--- src/rtl/conv_pkg.sv ---
// Shared constants for the converter display path: segment table, blank pattern
// and digit-count width.
package conv_pkg;

    localparam int DIG_CNT_W = 3;

    typedef logic [3:0] code_t;

    localparam logic [6:0] SEG_BLANK = 7'h7F;

    // Active-low segments {g,f,e,d,c,b,a}, indexed by hex code 0..F.
    localparam logic [6:0] SEG_TABLE [16] = '{
        7'h40, 7'h79, 7'h24, 7'h30, 7'h19, 7'h12, 7'h02, 7'h78,
        7'h00, 7'h10, 7'h08, 7'h03, 7'h46, 7'h21, 7'h06, 7'h0E
    };

endpackage

--- src/rtl/seg7_dec.sv ---
// Combinational hex-code to active-low 7-segment decoder.
module seg7_dec
    import conv_pkg::*;
(
    input  code_t      code,
    output logic [6:0] seg_n
);

    assign seg_n = SEG_TABLE[code];

endmodule

--- src/rtl/conv_seg_scan.sv ---
// Four-digit common-anode scanner for converter codes: shift buffer, prescaled
// digit scan, registered outputs. Build option: CONV_SEG_LZ_BLANK_EN (leading-zero blanking).
module conv_seg_scan
    import conv_pkg::*;
#(
    parameter int SCAN_DIV = 50000,
    parameter int CNT_W    = 16
) (
    input  logic                 clk,
    input  logic                 rst,
    input  logic [3:0]           code_i,
    input  logic                 code_valid,
    input  logic                 clear,
    output logic [6:0]           seg_n,
    output logic [3:0]           an_n,
    output logic [DIG_CNT_W-1:0] dig_cnt
);

    logic [CNT_W-1:0]     cnt_q, cnt_d;
    logic [1:0]           sel_q, sel_d;
    code_t                dig_buf_q [4];
    code_t                dig_buf_d [4];
    logic [DIG_CNT_W-1:0] dig_cnt_d;
    logic                 tick;
    logic                 show;
    logic                 lz_blank;
    logic [6:0]           dec_seg;
    logic [6:0]           seg_d;

    // NOTE: every signal written here gets a default first, so no path can
    // leave one unassigned and infer a latch.
    always_comb begin
        tick      = (cnt_q == CNT_W'(SCAN_DIV - 1));
        cnt_d     = tick ? '0 : cnt_q + 1'b1;
        sel_d     = tick ? sel_q + 2'd1 : sel_q;
        dig_buf_d = dig_buf_q;
        dig_cnt_d = dig_cnt;
        if (clear) begin
            for (int i = 0; i < 4; i++) dig_buf_d[i] = '0;
            dig_cnt_d = '0;
        end else if (code_valid) begin
            dig_buf_d[3] = dig_buf_q[2];
            dig_buf_d[2] = dig_buf_q[1];
            dig_buf_d[1] = dig_buf_q[0];
            dig_buf_d[0] = code_i;
            if (dig_cnt != DIG_CNT_W'(4)) dig_cnt_d = dig_cnt + 1'b1;
        end
    end

    // Outputs are built from next-state values so the displayed digit moves on
    // the same edge as the select, giving exactly SCAN_DIV cycles per digit.
    seg7_dec u_dec (
        .code  (dig_buf_d[sel_d]),
        .seg_n (dec_seg)
    );

`ifdef CONV_SEG_LZ_BLANK_EN
    always_comb begin
        lz_blank = (sel_d != 2'd0);
        for (int j = 1; j < 4; j++) begin
            if (j >= int'(sel_d) && j < int'(dig_cnt_d) && dig_buf_d[j] != '0)
                lz_blank = 1'b0;
        end
    end
`else
    assign lz_blank = 1'b0;
`endif

    always_comb begin
        show  = ({1'b0, sel_d} < dig_cnt_d);
        seg_d = (show && !lz_blank) ? dec_seg : SEG_BLANK;
    end

    // NOTE: state registers use non-blocking assignments so every flop samples
    // the pre-edge values; the small digit buffer is reset along with the rest.
    always_ff @(posedge clk) begin
        if (rst) begin
            cnt_q   <= '0;
            sel_q   <= '0;
            dig_cnt <= '0;
            for (int i = 0; i < 4; i++) dig_buf_q[i] <= '0;
            an_n    <= 4'b1110;
            seg_n   <= SEG_BLANK;
        end else begin
            cnt_q     <= cnt_d;
            sel_q     <= sel_d;
            dig_cnt   <= dig_cnt_d;
            dig_buf_q <= dig_buf_d;
            an_n      <= ~(4'b0001 << sel_d);
            seg_n     <= seg_d;
        end
    end

endmodule

--- config.mk ---
export PLATFORM = sky130hd
export DESIGN_NAME = conv_seg_scan
export DESIGN_NICKNAME = d
export VERILOG_FILES = /design/src/rtl/conv_pkg.sv /design/src/rtl/seg7_dec.sv /design/src/rtl/conv_seg_scan.sv
export SDC_FILE = /design/constraint.sdc
export NUM_CORES = 1
export LEC_CHECK = 0
export ABC_CLOCK_PERIOD_IN_PS = 3150
export CAP_MARGIN = 20
export CORE_MARGIN = 3
export CORE_UTILIZATION = 51
export CTS_CLUSTER_DIAMETER = 100
export DETAILED_ROUTE_END_ITERATION = 10
export GPL_TIMING_DRIVEN = 0
export PLACE_DENSITY = 0.75
export SYNTH_ARGS = -nofsm -noshare
export SYNTH_HDL_FRONTEND = slang
export SYNTH_SLANG_ARGS = --single-unit
--- constraint.sdc ---
create_clock -name clk -period 3.15 [get_ports clk]
set_clock_uncertainty 0.1 [all_clocks]
set_input_delay 0.63 -clock clk [delete_from_list [all_inputs] [get_ports clk]]
set_output_delay 0.63 -clock clk [all_outputs]
set_load 0.01 [all_outputs]
==> summary.txt <==
share of power burned in combinational logic -> 0.108
GRT Total Usage -> 0.1904
Int Power -> 856.5 uW
sequential area share after synthesis -> 0.3904
DP HPWL -> 3.650 mm
vias -> 1,981
Mapped Area -> 2461 um^2
core area -> 4504 um^2
# diodes -> 0
Post-synth top cells -> dfxtp_1, nor2_1, mux2i_1
Via-to-Cell Ratio -> 5.660
root buf cell -> clkbuf_8
Rel. slew slack -> 0.5872
status -> completed
ANT nets after route -> 0
class of the worst hold path -> flop to flop
drt first pass iters -> 5
Worst-path clk slew -> 0.08 ns
critical path class -> flop to flop
Critical-path top delay cell -> or4b_4
Max-cap violations -> 0
Post-Route WL -> 5.049 mm
CTS sink count -> 48
number of flops mapped to enable cells by yosys -> 0
Final Slew Violations -> 0
pwr dens -> 386.8 nW/um^2
share of layout cells above drive strength 1 -> 0.1275
crit path to -> seg_n[6]
DRC violations left -> 0
Leak -> 1.168 nW
TritonCTS buffer count -> 5
cell breakdown of the critical path -> or4b_4 > nor4_4 > buf_4 > buf_4 > nand2_1 > o21ai_0 > o21ai_0 > a21oi_1 > o221ai_1
Tot Pwr -> 1.120 mW
Psw -> 263.1 uW
DIE WIDTH -> 75.47 um
htree depth -> 2
clock share of power -> 0.334
Flop pwr share -> 0.559
synthesized net count -> 282
Yosys cell types -> 48
minimum clock period -> 2.996 ns
startpoint types -> flop
buffers added on ports -> 19
number of global-route vias before repair -> 1,901
Yosys warnings -> 0
GRT Residual Overflow -> 0
largest net degree at the start of global routing -> 14
Die Footprint -> 5695 um^2
Worst R2R Path Depth -> 9
Post-synth ARST share -> 0
starting density of the core -> 0.5464
I/O Pins -> 22
Reg2Reg Setup Slack -> 0.15 ns
area leader, netlist -> dfxtp_1
biggest cell delay along the critical path -> 0.60 ns
Final setup viols -> 0
Synth area leaders -> dfxtp_1, mux2i_1, nor2_1
chip height -> 75.47 um
Final Hold Fails -> 0
GPL Wtd Cong -> 0.8574
CTS tree -> done
worst-path fanout max -> 7
Area Overhead vs Synth -> 17.59%
switch share -> 0.2350
Worst Path Arrival -> 3.04 ns
first-pass GRT wire length -> 8.342 mm
reg-to-reg critical path startpoint -> cnt_q[10]
cells after synthesis -> 265
Routed wire per std cell -> 14.43 um
Synth Register Bits -> 48
layout net count -> 314
Worst Tran Pin Value -> 0.6191 ns
Max Fclk -> 333.8 MHz
clock network latency to the later pin of the worst-skew pair -> 0.30 ns
pre-CTS setup slack -> -0.4088 ns
Initial DRC Count -> 68
Setup crit start -> cnt_q[10]
initial antenna violation count -> 0
fin crit share -> 0.9510
worst setup margin -> 0.1542 ns
Top FF cell, synth -> dfxtp_1
r2r endpoint -> seg_n[6]
VDD IR max -> 0.1883 mV
data required time of the worst path -> 3.19 ns
crit end category -> flop
CTS max path bufs -> 2
Cell Rows -> 24
syn_area_per_cell -> 9.287 um^2
Synth top area share -> 0.3904
Hold-fix buffers, CTS -> 0
count leader, synth -> dfxtp_1
-- power by group through the flow --
stage | Sequential (mW) | Combinational (mW) | Clock [mW]
5_1_grt | 0.627 | 0.133 | 0.404
3_5_place_dp | 0.640 | 0.115 | 0
6_report | 0.625 | 0.120 | 0.374
3_3_place_gp | 0.639 | 0.113 | 0
2_1_floorplan | 0.643 | 0.0734 | 0
4_1_cts | 0.625 | 0.116 | 0.382
-- routing by layer --
metal / global-route usage / vias up / part of all wire
met5: 0 / - / 0
met4: 0.09903 / 0 / 0.030
met3: 0.03562 / 14 / 0.037
met2: 0.3212 / 43 / 0.49
met1: 0.2300 / 930 / 0.44
li1: - / 994 / -
-- flip-flops by register name, indices dropped and copies added (netlist names) --
signal / flops
seg_n: 7
sel_q: 2
dig_buf_q: 16
an_n: 4
cnt_q: 16
dig_cnt: 3
-- through the flow --
stage                     cells  setup TNS, ns  instance area, um^2  utilization  hold slack (ns)
after floorplan             265              0                 2467            -           0.3175
after global placement      336         -1.313                 2723       0.6044           0.3294
after detailed placement    336         -1.645                 2723       0.6044           0.3405
after CTS                   345              0                 2825       0.6272           0.3586
after global routing        350      -0.004973                 2894       0.6425           0.3713
final                       350              0                 2894       0.6425           0.3547
-- repair_timing --
| item | in CTS | in global routing |
|---|---|---|
| buffers inserted | 1 | 6 |
| setup endpoints to repair | 2 | 6 |
| gates cloned | 0 | 0 |
| resized for setup | 2 | 8 |
| pin swaps | 1 | 2 |
-- layout by cell type (no fill, tap or decap), drive strengths merged, types with 3 or more instances in the layout --
| cell type | count |
|---|---|
| dfxtp | 48 |
| nor2 | 43 |
| mux2i | 27 |
| clkdlybuf4s50 | 19 |
| nand2 | 18 |
| clkbuf | 17 |
| inv | 11 |
| xor2 | 9 |
| ha | 9 |
| buf | 9 |
| nand3 | 7 |
| xnor2 | 7 |
| o21ai | 6 |
| a21oi | 6 |
| mux2 | 5 |
| nand4 | 4 |
| o221ai | 4 |
| nor3 | 4 |
| and3 | 4 |
| and2 | 3 |
| o211ai | 3 |
-- area by class of cell --
cell class	count	area (um^2)
repair buffers	26	242.7
multi-input cells	193	1435
fillers	400	1610
inverters	12	45.04
well taps	52	65.06
plain buffers	11	55.05
clock buffers	8	90.09
flip-flops and latches	48	960.9
-- kinds of logic (layout without fill, tap and decap cells) --
family | count (synthesis) | after routing | share of synthesized area
adder cells (fa/ha/maj) | 9 | 9 | 0.04576
AND/OR/NAND/NOR | 99 | 99 | 0.2039
flip-flops | 48 | 48 | 0.3904
XOR/XNOR | 16 | 16 | 0.05694
AO/OA/AOI/OAI | 35 | 35 | 0.1144
multiplexers | 34 | 34 | 0.1510
buffers and inverters | 24 | 57 | 0.03762
-- worst min path at each step --
| stage | from | cells after the start | end | slack, ns |
|---|---|---|---|---|
| final | cnt_q[0] | 1 | cnt_q[0] | 0.35 |
| after CTS | cnt_q[0] | 1 | cnt_q[0] | 0.36 |
| after detailed placement | cnt_q[0] | 1 | cnt_q[0] | 0.34 |
| after global placement | cnt_q[0] | 1 | cnt_q[0] | 0.33 |
| after floorplan | cnt_q[0] | 1 | cnt_q[0] | 0.32 |
| after global routing | cnt_q[0] | 1 | cnt_q[0] | 0.37 |
-- critical path: cells and delay by family, from the launching register on --
| family | cells | cell delay (ns) |
|---|---|---|
| AOI/OAI and AO/OA | 4 | 1.11 |
| buffers and inverters | 2 | 0.31 |
| DFF | 1 | 0.38 |
| and+or+nand+nor | 3 | 0.94 |
No activity file was read; power rests on OpenSTA's default activity.
